$ cat src/rtl/fifo_flags.sv
// Synchronous first-word-fall-through FIFO with full/empty, programmable
// almost-full/almost-empty thresholds, fill level, sticky overflow and flush.
module fifo_flags #(
    parameter int WIDTH    = 8,
    parameter int DEPTH    = 16,
    parameter int AF_LEVEL = DEPTH - 2,
    parameter int AE_LEVEL = 1,
    localparam int LW      = $clog2(DEPTH + 1)
) (
    input  logic             clk,
    input  logic             rst_n,
    input  logic [WIDTH-1:0] in_data,
    input  logic             in_d_rdy,
    input  logic             rdy2rcv,
    input  logic             flush,
    input  logic             ovf_clr,
    output logic [WIDTH-1:0] out_data,
    output logic             out_d_rdy,
    output logic             full,
    output logic             empty,
    output logic             almost_full,
    output logic             almost_empty,
    output logic [LW-1:0]    level,
    output logic             ovf
);

    localparam int PW = $clog2(DEPTH);

    logic [WIDTH-1:0] mem [DEPTH];
    logic [PW-1:0]    wptr;
    logic [PW-1:0]    rptr;
    logic             pop;
    logic             accept;
    logic             drop;

    assign empty        = (level == '0);
    assign full         = (level == LW'(DEPTH));
    assign almost_full  = (int'(level) >= AF_LEVEL);
    assign almost_empty = (int'(level) <= AE_LEVEL);

    assign out_d_rdy = !empty && rdy2rcv;
    assign out_data  = out_d_rdy ? mem[rptr] : '0;

    // A full FIFO still accepts a write when the head word leaves in the same cycle.
    assign pop    = out_d_rdy && !flush;
    assign accept = in_d_rdy && (!full || out_d_rdy) && !flush;
    assign drop   = in_d_rdy && full && !out_d_rdy && !flush;

    always_ff @(posedge clk) begin
        if (accept) begin
            mem[wptr] <= in_data;
        end
    end

    // Explicit wrap at DEPTH-1 keeps non-power-of-two depths correct.
    always_ff @(posedge clk or negedge rst_n) begin
        if (!rst_n) begin
            wptr  <= '0;
            rptr  <= '0;
            level <= '0;
        end else if (flush) begin
            wptr  <= '0;
            rptr  <= '0;
            level <= '0;
        end else begin
            if (accept) begin
                wptr <= (wptr == PW'(DEPTH - 1)) ? '0 : wptr + PW'(1);
            end
            if (pop) begin
                rptr <= (rptr == PW'(DEPTH - 1)) ? '0 : rptr + PW'(1);
            end
            if (accept && !pop) begin
                level <= level + LW'(1);
            end else if (pop && !accept) begin
                level <= level - LW'(1);
            end
        end
    end

    // Set beats clear when a write is dropped in the same cycle as ovf_clr.
    always_ff @(posedge clk or negedge rst_n) begin
        if (!rst_n) begin
            ovf <= 1'b0;
        end else if (drop) begin
            ovf <= 1'b1;
        end else if (ovf_clr) begin
            ovf <= 1'b0;
        end
    end

endmodule
$ cat config.mk
export PLATFORM = sky130hd
export DESIGN_NAME = fifo_flags
export DESIGN_NICKNAME = d
export VERILOG_FILES = /design/src/rtl/fifo_flags.sv
export SDC_FILE = /design/constraint.sdc
export NUM_CORES = 1
export LEC_CHECK = 0
export ABC_CLOCK_PERIOD_IN_PS = 3170
export CORE_MARGIN = 2
export CORE_UTILIZATION = 40
export DETAILED_ROUTE_END_ITERATION = 8
export PLACE_DENSITY = 0.57
export SLEW_MARGIN = 25
export SYNTH_ARGS = -nofsm -noshare
export SYNTH_HDL_FRONTEND = slang
export SYNTH_SLANG_ARGS = --single-unit
$ cat constraint.sdc
create_clock -name clk -period 3.17 [get_ports clk]
set_input_delay 0.634 -clock clk [delete_from_list [all_inputs] [get_ports clk]]
set_output_delay 0.634 -clock clk [all_outputs]
set_load 0.01 [all_outputs]
Yosys cells after proc, flatten, opt, wreduce, memory -nomap -nowiden
Memories as Yosys holds them, arrays and structs flattened.
Cells that the tools add are included.
- reductions and logical operators: 21
- equal/unequal tests: 3
- mux-type cells: 14
- magnitude comparators: 2
- add/subtract/negate cells: 4
- operators by type and width (kind ; number):
    $mux 4 ; 6
    $mux 5 ; 3
    $logic_and 1x1->1 ; 9
    $add 4x1->4 const B ; 2
    $eq 4x4->1 const B ; 2
    $mux 8 ; 1
    $logic_not 1->1 ; 6
    $reduce_bool 2->1 ; 3
    $add 5x1->5 const B ; 1
    $eq 5x5->1 const B ; 1
    $ge 5x4->1 const B ; 1
    $le 5x1->1 const B ; 1
    $logic_not 5->1 ; 1
    $sub 5x1->5 const B ; 1
    $mux 1 ; 4
    $reduce_bool 3->1 ; 1
    $logic_or 1x1->1 ; 1
- register bits: 14
- RAM bits: 128
- word-level logic and storage cells: 49
- output and inout bits: 19
- bits of input ports: 14
- memories kept: 1
- memory list (memory ; words ; bits a word ; rd ports ; clocked after memory_dff ; write ports ; RTL line ; RTL):
    mem ; 16 ; 8 ; 1 ; 0 ; 1 ; 29 ; logic [WIDTH-1:0] mem [DEPTH];

Depth between registers and ports, before layout
Gate-level depths: netlist (run 1).
- depth in word-level cells: 11
- gate-level depth with buffers: 8
- mapped depth without buffers: 7

Worst setup path before layout (run 1)
Ideal clock, no wire load.
- kind: reg-to-reg
- start point: register level[0]
- end point: memory mem[3][0], enable pin
- library setup time: 0.332 ns
- data arrival time: 1.923 ns
- buffers on the path: 1
- setup slack: 0.915 ns
- clock period less this slack: 2.255 ns
- required time: 2.838 ns
- cell stages (with the launch flop): 9
- cells stage by stage: dfrtp_1 -> inv_1 -> ha_1 -> nand4bb_1 -> buf_2 -> inv_1 -> a211oi_2 -> nor2b_1 -> and2_1
- elaborated cells on any way between the ends: 10
- those cells by class: eq/ne: 1; mux: 2; reduce/logical: 7
- RTL lines (item ; RTL line ; RTL):
    start: declaration ; 23 ; output logic [LW-1:0] level,
    start signal: assignment ; 73 ; level <= level + LW'(1);
    start signal: assignment ; 75 ; level <= level - LW'(1);
    $eq 5x5->1 ; 37 ; assign full = (level == LW'(DEPTH));
    named net full ; 19 ; output logic full,
    $logic_not 1->1 ; 46 ; assign accept = in_d_rdy && (!full || out_d_rdy) && !flush;
    $logic_or 1x1->1 ; 46 ;
    $logic_and 1x1->1 (2 in series) ; 46 ;
    $mux 1 ; 50 ; if (accept) begin
    $mux 1 (not written as such) ; 51 ; mem[wptr] <= in_data;
    end: declaration ; 29 ;
The timed path passes the listed nets, and every way through them passes these cells.

Worst setup path in the final report (run 1)
- start point: register rptr[0]
- end point: output port out_data[4]
- word-level cells in the longest chain between the ends: 2
- RTL lines (item ; RTL line ; RTL):
    start: declaration ; 31 ; logic [PW-1:0] rptr;
    start signal: assignment ; 70 ; rptr <= (rptr == PW'(DEPTH - 1)) ? '0 : rptr + PW'(1);
    $mem_v2 16x8 ; -- ;
    $mux 8 ; 42 ; assign out_data = out_d_rdy ? mem[rptr] : '0;
    end: declaration ; 17 ; output logic [WIDTH-1:0] out_data,
No other way between the ends.

==> impl_metrics.env, run 1 <==
export IMPL_outcome="finished, final reports clean"
export IMPL_crit_path_max_incr_delay_ns=0.57
export IMPL_synth_edff_count=128
export IMPL_rr_endpoint="mem[2][1]$_DFFE_PP_"
export IMPL_layout_nets=418
export IMPL_insertion_delay_ns=0.42
export IMPL_critPathRequiredTime_ns=2.54
export IMPL_synthCells=343
export IMPL_firstDrtPassIters=4
export IMPL_synth_cell_types=48
export IMPL_coreArea_sq_mm=0.01509
export IMPL_portBuffers=32
export IMPL_antenna_found_initial=0
export IMPL_tightest_slew_ns=0.8644
export IMPL_cp_common_cell="a211oi_1"
export IMPL_setup_ws_ns=0.1027
export IMPL_syn_area_sq_mm=0.006113
export IMPL_clockBufferDepth=2
export IMPL_cp_end_kind="output pin"
export IMPL_cts_root_buf="clkbuf_16"
export IMPL_ff2ff_path_depth=7
export IMPL_clk_pin_slew_ns=0.06
export IMPL_drv_slew=0
export IMPL_cp_max_fo=6
export IMPL_die_y_um=127.6
export IMPL_first_iter_violations=227
export IMPL_track_usage_pct=16.50
export IMPL_cp_num_cells=6
export IMPL_finalWeightedCongestion=0.8143
export IMPL_synth_fp_nets=367
export IMPL_clkSinkCount=142
export IMPL_cts_tree="built"
export IMPL_cts_htree_levels=4
export IMPL_ys_seq_area_share_pct=68.60
export IMPL_fmax_mhz=326.0
export IMPL_row_count=45
export IMPL_regToRegSetupSlack_ns=0.89
export IMPL_drc=0
export IMPL_cp_cell_sequence="buf_4 > mux4_1 > nor2b_1 > a211oi_1 > a211oi_1 > dlygate4sd2_1"
export IMPL_critPathBufInv=2
export IMPL_syn_area_per_cell_sq_um=17.82
export IMPL_grt_overflow=0
export IMPL_finalCriticalPeriod_ns=3.067
export IMPL_crit_end="out_data[4]"
export IMPL_die_width_um=127.6
export IMPL_min_from="ovf$_DFFE_PN0P_"
export IMPL_cpMaxStageDelayCell="mux4_1"
export IMPL_grt_pass1_wl_um=19290
export IMPL_slew_headroom_pct=42.38
export IMPL_nFillCells=1297
export IMPL_rsz0062_at_grt="false"
export IMPL_hp_class="reg -> reg"
export IMPL_diodes=0
export IMPL_finalCritPeriodShare_pct=96.76
export IMPL_cp_data_arrival_time_ns=2.43
export IMPL_peakVddDrop_mv=0.4008
export IMPL_hold_viol_final=0
export IMPL_cpLargestDelayFamily="multiplexers"
export IMPL_initial_core_util_pct=40.51
export IMPL_area_growth_pct=19.95
export IMPL_grt_max_degree=36
export IMPL_ant_nets=0
export IMPL_wirelength_um=12590
export IMPL_cap_viol_max_count=0
export IMPL_ys_flop_type="edfxtp_1"
export IMPL_dieArea_sq_mm=0.01629
export IMPL_power_density_mw_per_mm2=710.1
export IMPL_p_leak_nw=2.513
export IMPL_cts_made_buffers=17
export IMPL_hpwlAfterDp_um=8124
export IMPL_place_ws_ns=0.1479
export IMPL_viasPerCell=5.461
export IMPL_vias=3244
export IMPL_synthArstFlopShare_pct=9.859
export IMPL_grt_pass1_vias=3273
export IMPL_path_class="reg -> out"
export IMPL_total_power_mw=5.208
export IMPL_fin_skew_ns=0.008856
export IMPL_setup_viol=0
export IMPL_synth_seq_cells=142
export IMPL_wl_per_cell_um=21.20
export IMPL_timing_rr_start="level[0]$_DFFE_PN0P_"
export IMPL_cp_start_kind="flop"
export IMPL_drive_above_1_share_pct=20.94
export IMPL_ys_warn_count=0
export IMPL_cp_startpoint="rptr[0]$_DFFE_PN0P_"
export IMPL_pin_count=33
## where the power goes
group	internal, mW	switching (mW)
registers	2.09	0.0444
logic	0.608	0.556
clock network	1.22	0.693
total	3.91	1.29
## cells in the mapped netlist, drive strengths merged (3+ instances only)
cell type / number / area (sq um)
edfxtp: 128 / 3844
mux4: 32 / 758.2
a211oi: 18 / 140.1
buf: 16 / 135.1
nor2: 16 / 62.56
dfrtp: 14 / 350.3
inv: 14 / 52.55
nor2b: 11 / 68.82
ha: 10 / 125.1
mux2i: 9 / 90.09
a21oi: 7 / 35.03
nand2: 7 / 26.28
and2: 6 / 37.54
clkbuf: 6 / 22.52
o21ai: 6 / 30.02
and3: 5 / 31.28
nor3: 5 / 25.02
mux2: 3 / 33.78
nor3b: 3 / 22.52
o211ai: 3 / 22.52
## sequential cells by signal, summed over array words and instances (netlist names)
name	count
level	5
ovf	1
mem	128
wptr	4
rptr	4
## how the worst min path moves through the flow
stage | depth (start not counted) | end
3_5_place_dp | 2 | ovf$_DFFE_PN0P_
2_1_floorplan | 0 | level[0]$_DFFE_PN0P_
6_report | 2 | ovf$_DFFE_PN0P_
5_1_grt | 2 | ovf$_DFFE_PN0P_
4_1_cts | 2 | ovf$_DFFE_PN0P_
3_3_place_gp | 2 | ovf$_DFFE_PN0P_
## worst min-delay path: stages, from the launching register on
cell and delay, ns:
dfrtp_1 0.38, inv_1 0.05, o32ai_1 0.06
## area by class of cell
| cell class | count | area (sq um) | area share, % |
|---|---|---|---|
| Clock buffer | 21 | 440.4 | 6.006 |
| Clock inverter | 10 | 121.4 | 1.655 |
| Inverter | 15 | 57.56 | 0.7848 |
| Multi-Input combinational cell | 164 | 1735 | 23.66 |
| Sequential cell | 142 | 4198 | 57.24 |
| Tap cell | 188 | 235.2 | 3.208 |
| Timing Repair Buffer | 54 | 545.5 | 7.439 |
## timing repair
item,CTS,global route
hold buffers,0,0
hold endpoints to repair,0,0
resized for setup,15,3
setup buffers,3,0
gates cloned,0,0
endpoints found under the setup margin,9,3
pin swaps,0,0
## layer usage
layer	GRT usage [%]	wire length, um
met3	4.481	480
met5	0	0
met4	5.624	157
met2	25.79	6121
met1	22.50	5834
## cell families after synthesis
kind of cell | count (synthesis) | synth area share [%]
DFF | 142 | 68.60
xor gates and xnor gates | 2 | 0.2866
AOI/OAI and AO/OA | 44 | 5.096
muxes | 44 | 14.43
and+or+nand+nor | 64 | 6.017
buffers and inverters | 37 | 3.520
adders and majority gates | 10 | 2.047
## cells in the final DEF (no fill, tap or decap), types with 6 or more instances in the layout
master and instances:
dfrtp_1 13, nand2_1 7, ha_1 9, clkdlybuf4s50_1 23, nor2_1 15, inv_1 14, clkbuf_16 17, a21oi_1 7
a211oi_2 6, nor2b_1 11, mux4_2 22, mux4_1 10, mux2i_1 8, buf_4 17, edfxtp_1 128, a211oi_1 12
dlygate4sd2_1 6, and2_1 6
## through the flow
step / setup TNS, ns / utilization (%) / instance area, sq um / instances / hold WS (ns)
finish: 0 / 48.60 / 7333 / 594 / 0.5404
global route: 0 / 48.60 / 7333 / 594 / 0.5674
floorplan: 0 / - / 6113 / 343 / 0.3384
global placement: 0 / 44.44 / 6705 / 560 / 0.5245
CTS: -0.1400 / 48.56 / 7327 / 594 / 0.5521
detailed placement: 0 / 44.44 / 6705 / 560 / 0.5350
Power figures use the tool's default switching activity.
==> inputs of run 2 (changes only) <==
--- a/config.mk
+++ b/config.mk
@@ -8,7 +8,9 @@
 export ABC_CLOCK_PERIOD_IN_PS = 3170
 export CORE_MARGIN = 2
 export CORE_UTILIZATION = 40
+export CTS_BUF_LIST = sky130_fd_sc_hd__clkbuf_16
 export DETAILED_ROUTE_END_ITERATION = 8
+export HOLD_SLACK_MARGIN = 0.05
 export PLACE_DENSITY = 0.57
 export SLEW_MARGIN = 25
 export SYNTH_ARGS = -nofsm -noshare
==> run 2 against run 1 <==
Compared with the run above:
- first-iteration DRC count unchanged
- utilization unchanged
- total power shrank 0.21%
- count of clock-buffer cells in the layout shrank 4
- setup slack barely moved
- critical path type unchanged
- highest routed layer unchanged
- cell count is the same
==> impl_metrics.env, run 2 (synthesized netlist as in run 1, its figures left out) <==
export IMPL_outcome="finished, final reports clean"
export IMPL_cts_made_buffers=17
export IMPL_drv_slew=0
export IMPL_final_cell_mix="edfxtp_1, clkdlybuf4s50_1, mux4_2"
export IMPL_cts_tree="built"
export IMPL_drc=0
export IMPL_diodes=0
export IMPL_ff2ff_path_depth=7
export IMPL_die_y_um=127.6
export IMPL_finalWeightedCongestion=0.8143
export IMPL_insertion_delay_ns=0.42
export IMPL_power_density_mw_per_mm2=708.6
export IMPL_timing_rr_start="level[0]$_DFFE_PN0P_"
export IMPL_multi_input_area_sq_mm=0.001735
export IMPL_antenna_found_initial=0
export IMPL_cts_htree_levels=4
export IMPL_worst_hold_path_num_cells=2
export IMPL_final_common_cell="edfxtp_1"
export IMPL_pin_count=33
export IMPL_row_count=45
export IMPL_cp_data_arrival_time_ns=2.43
export IMPL_seq_area_sq_mm=0.004198
export IMPL_first_iter_violations=227
export IMPL_cp_max_fo=6
export IMPL_hpwlAfterDp_um=8124
export IMPL_area_growth_pct=19.95
export IMPL_nFillCells=1297
export IMPL_largest_reg_flops=128
export IMPL_wirelength_um=12590
export IMPL_min_from="ovf$_DFFE_PN0P_"
export IMPL_tns_ns=0
export IMPL_portBuffers=32
export IMPL_cp_start_kind="flop"
export IMPL_rsz0062_at_grt="false"
export IMPL_layout_nets=418
export IMPL_rr_endpoint="mem[2][1]$_DFFE_PP_"
export IMPL_finalCritPeriodShare_pct=96.77
export IMPL_clockBufferDepth=2
export IMPL_cap_viol_max_count=0
export IMPL_path_class="reg -> out"
export IMPL_hold_viol_final=0
export IMPL_drive_above_1_share_pct=20.94
export IMPL_cp_end_kind="output pin"
export IMPL_dp_cells=560
export IMPL_critPathRequiredTime_ns=2.54
export IMPL_grt_pass1_vias=3273
export IMPL_hp_class="reg -> reg"
export IMPL_fin_skew_ns=0.009004
export IMPL_utilization_pct=48.60
export IMPL_grt_pass1_wl_um=19290
export IMPL_finalCriticalPeriod_ns=3.068
export IMPL_clk_pin_slew_ns=0.06
export IMPL_setup_viol=0
export IMPL_coreArea_sq_mm=0.01509
export IMPL_tightest_slew_ns=0.8649
export IMPL_peakVddDrop_mv=0.4011
export IMPL_fmax_mhz=326.0
export IMPL_firstDrtPassIters=4
export IMPL_viasPerCell=5.460
export IMPL_min_to="ovf$_DFFE_PN0P_"
export IMPL_grt_max_degree=36
export IMPL_grt_overflow=0
export IMPL_p_leak_nw=2.530
export IMPL_slew_headroom_pct=42.34
export IMPL_fin_cells=594
export IMPL_wl_per_cell_um=21.20
export IMPL_dieArea_sq_mm=0.01629
export IMPL_regToRegSetupSlack_ns=0.89
export IMPL_die_width_um=127.6
export IMPL_track_usage_pct=16.50
export IMPL_total_power_mw=5.197
export IMPL_initial_core_util_pct=40.51
export IMPL_regMostFlops="mem"
export IMPL_ant_nets=0
export IMPL_reg_top3="mem x128, level x5"
export IMPL_cts_root_buf="clkbuf_16"
export IMPL_vias=3243
export IMPL_clkSinkCount=142
## run 2: metal layers
metal  vias up  global-route usage, %  part of all wire [%]
met4         0                  5.624                   1.2
met3        12                  4.481                   3.7
met2        83                  25.79                    49
met5         -                      0                     0
li1       1472                      -                     -
met1      1676                  22.50                    46
## run 2: worst max path at each step
stage	start	end
final	rptr[0]$_DFFE_PN0P_	out_data[4]
after global routing	rptr[0]$_DFFE_PN0P_	out_data[4]
after CTS	rptr[0]$_DFFE_PN0P_	out_data[7]
after detailed placement	rptr[0]$_DFFE_PN0P_	out_data[2]
after global placement	rptr[0]$_DFFE_PN0P_	out_data[2]
after floorplan	level[0]$_DFFE_PN0P_	mem[3][0]$_DFFE_PP_
## run 2: worst max-delay path, stage by stage, from the launching register on
cell,delay (ns)
dfrtp_4,0.42
buf_4,0.18
mux4_1,0.57
nor2b_1,0.17
a211oi_1,0.25
a211oi_1,0.09
dlygate4sd2_1,0.33
## run 2: report_power, final
part           total, mW  switching [mW]  leakage [nW]  internal [mW]
Sequential          2.13          0.0444          1.34           2.09
Combinational       1.16           0.556         0.894          0.608
Clock               1.90           0.695         0.294           1.20
## run 2: area by class of cell
type	count	area share, %
well taps	188	3.208
clock buffers	17	5.801
clock inverters	14	1.860
inverters	15	0.7848
multi-input cells	164	23.66
flip-flops and latches	142	57.24
repair buffers	54	7.439
## run 2: per-stage QoR
step,hold slack (ns),area (sq um),setup WS (ns)
after CTS,0.5521,7327,-0.08086
final,0.5404,7333,0.1023
after floorplan,0.3384,6113,0.9151
after global routing,0.5674,7333,0.01406
after detailed placement,0.5350,6705,0.1479
after global placement,0.5245,6705,0.1296
## run 2: what timing repair did
action                     4_1_cts  5_1_grt
gates cloned                     0        0
setup endpoints to repair        9        3
hold buffers                     0        0
setup buffers                    3        0
hold endpoints to repair         0        0
gates resized for setup         15        3
pin swaps                        0        0
==> inputs of run 3 (changes only) <==
--- a/config.mk
+++ b/config.mk
@@ -5,7 +5,7 @@
 export SDC_FILE = /design/constraint.sdc
 export NUM_CORES = 1
 export LEC_CHECK = 0
-export ABC_CLOCK_PERIOD_IN_PS = 3170
+export ABC_CLOCK_PERIOD_IN_PS = 3500
 export CORE_MARGIN = 2
 export CORE_UTILIZATION = 40
 export CTS_BUF_LIST = sky130_fd_sc_hd__clkbuf_16
==> constraint.sdc (replaced) <==
create_clock -name clk -period 3.5 [get_ports clk]
set_input_delay 0.7 -clock clk [delete_from_list [all_inputs] [get_ports clk]]
set_output_delay 0.7 -clock clk [all_outputs]
set_load 0.01 [all_outputs]
==> run 3 against run 2 <==
Compared with the run above:
- global-route usage up 0.23 points
- clock skew down 0.00069 ns
- via count down 1.3%
- total power down 10%
- cell count down 0.34%
- setup slack better by 0.015 ns
- utilization down 0.46 points
- cell area down 0.94%
- count of clock-buffer cells in the layout up 3
- register-to-register slack worse by 0.09 ns
- flip-flop and latch count unchanged
- sequential share of layout area up 0.52 points
- critical path type unchanged
- critical endpoint is now out_data[3]
- largest power group unchanged
- highest routed layer unchanged
==> impl_metrics.env, run 3 (synthesized netlist as in run 1, its figures left out) <==
export IMPL_dieArea_sq_mm=0.01629
export IMPL_utilization_pct=48.14
export IMPL_clkSinkCount=142
export IMPL_pin_count=33
export IMPL_ff2ff_path_depth=7
export IMPL_antenna_found_initial=0
export IMPL_finalCriticalPeriod_ns=3.383
export IMPL_drv_slew=0
export IMPL_ant_nets=0
export IMPL_dp_cells=556
export IMPL_insertion_delay_ns=0.42
export IMPL_min_from="ovf$_DFFE_PN0P_"
export IMPL_final_area_sq_mm=0.007264
export IMPL_vias=3200
export IMPL_setup_viol=0
export IMPL_cts_made_buffers=17
export IMPL_drive_above_1_share_pct=19.06
export IMPL_crit_path_max_incr_delay_ns=0.54
export IMPL_path_class="reg -> out"
export IMPL_cp_start_kind="flop"
export IMPL_rsz0062_at_grt="false"
export IMPL_cts_htree_levels=4
export IMPL_placed_area_sq_mm=0.006638
export IMPL_cp_common_cell="a211oi_1"
export IMPL_diodes=0
export IMPL_first_iter_violations=318
export IMPL_cts_tree="built"
export IMPL_cpMaxStageDelayCell="mux4_1"
export IMPL_cp_max_fo=6
export IMPL_final_common_cell="edfxtp_1"
export IMPL_area_growth_pct=18.83
export IMPL_final_cell_mix="edfxtp_1, clkdlybuf4s50_1, mux4_2"
export IMPL_die_y_um=127.6
export IMPL_power_density_mw_per_mm2=643.9
export IMPL_fin_cells=592
export IMPL_rr_endpoint="mem[0][3]$_DFFE_PP_"
export IMPL_worst_hold_path_num_cells=2
export IMPL_hold_viol_final=0
export IMPL_fmax_mhz=295.6
export IMPL_total_power_mw=4.678
export IMPL_cp_data_arrival_time_ns=2.68
export IMPL_clk_pin_slew_ns=0.06
export IMPL_finalWeightedCongestion=0.7920
export IMPL_regToRegSetupSlack_ns=0.80
export IMPL_p_leak_nw=2.468
export IMPL_grt_overflow=0
export IMPL_coreArea_sq_mm=0.01509
export IMPL_grt_pass1_vias=3310
export IMPL_wirelength_um=12500
export IMPL_wl_per_cell_um=21.11
export IMPL_setup_ws_ns=0.1170
export IMPL_regMostFlops="mem"
export IMPL_fin_skew_ns=0.008318
export IMPL_finalCritPeriodShare_pct=96.66
export IMPL_min_to="ovf$_DFFE_PN0P_"
export IMPL_cts_root_buf="clkbuf_16"
export IMPL_timing_rr_start="level[1]$_DFFE_PN0P_"
export IMPL_portBuffers=32
export IMPL_whs_ns=0.5274
export IMPL_cp_cell_sequence="buf_4 > mux4_1 > nor2b_1 > a211oi_1 > a211oi_1 > clkdlybuf4s50_1"
export IMPL_hpwlAfterDp_um=7902
export IMPL_firstDrtPassIters=4
export IMPL_die_width_um=127.6
export IMPL_grt_max_degree=26
export IMPL_reg_top3="mem x128, level x5"
export IMPL_largest_reg_flops=128
export IMPL_outcome="finished, final reports clean"
export IMPL_postCtsHoldBufs=0
export IMPL_viasPerCell=5.405
export IMPL_place_ws_ns=0.3347
export IMPL_initial_core_util_pct=40.51
export IMPL_row_count=45
export IMPL_cap_viol_max_count=0
export IMPL_tns_ns=0
export IMPL_hp_class="reg -> reg"
export IMPL_tightest_slew_ns=0.8156
export IMPL_drc=0
export IMPL_grt_pass1_wl_um=19440
export IMPL_critPathRequiredTime_ns=2.80
export IMPL_clockBufferDepth=2
export IMPL_cp_end_kind="output pin"
export IMPL_layout_nets=415
export IMPL_slew_headroom_pct=45.63
export IMPL_peakVddDrop_mv=0.3593
export IMPL_track_usage_pct=16.73
-- run 3: changes by cell type in the layout (fill, tap and decap cells not counted), sizes merged, moves of 2 or more --
cell           previous run  this run
clkbuf                   17        20
inv                      18        20
dlygate4sd2               6         0
buf                      22        19
clkinv                    8         5
bufinv                    3         1
clkdlybuf4s50            23        31
-- run 3: area by class of cell --
type	instances	area, sq um
Sequential cell	142	4197
Inverter	15	57.56
Multi-Input combinational cell	164	1722
Clock inverter	12	75.07
Timing Repair Buffer	51	478.0
Tap cell	188	235.2
Fill cell	1278	7825
Clock buffer	20	500.5
-- run 3: worst max path at each step --
stage | startpoint | endpoint | slack [ns] | cells past startpoint
CTS | rptr[1]$_DFFE_PN0P_ | out_data[2] | 0.02 | 5
global placement | rptr[0]$_DFFE_PN0P_ | out_data[2] | 0.33 | 5
global route | rptr[0]$_DFFE_PN0P_ | out_data[7] | 0.004 | 5
detailed placement | rptr[0]$_DFFE_PN0P_ | out_data[2] | 0.33 | 5
finish | rptr[0]$_DFFE_PN0P_ | out_data[3] | 0.12 | 6
floorplan | rptr[0]$_DFFE_PN0P_ | out_data[0] | 1.22 | 6
-- run 3: power by group --
group	switching, mW	internal [mW]
Clock	0.653	1.08
Combinational	0.471	0.519
Sequential	0.0670	1.89
Total	1.19	3.49
-- run 3: routing by layer --
metal  vias to the layer above  wire [um]  global-route usage, %
li1                       1468          -                      -
met1                      1615       5818                  23.45
met2                        99       5636                  24.41
met3                        18        778                  4.481
met4                         0        265                  7.951
met5                         -          0                      0
-- run 3: critical path: cells and delay by family, from the launching register on --
kind / cells / cell delay (ns)
buf+inv: 2 / 0.69
simple gates: 1 / 0.17
flops: 1 / 0.45
mux: 1 / 0.54
compound gates: 2 / 0.41
-- run 3: what timing repair did --
item,in CTS,in global routing
resized for setup,1,5
setup buffers,4,0
endpoints found under the setup margin,8,8
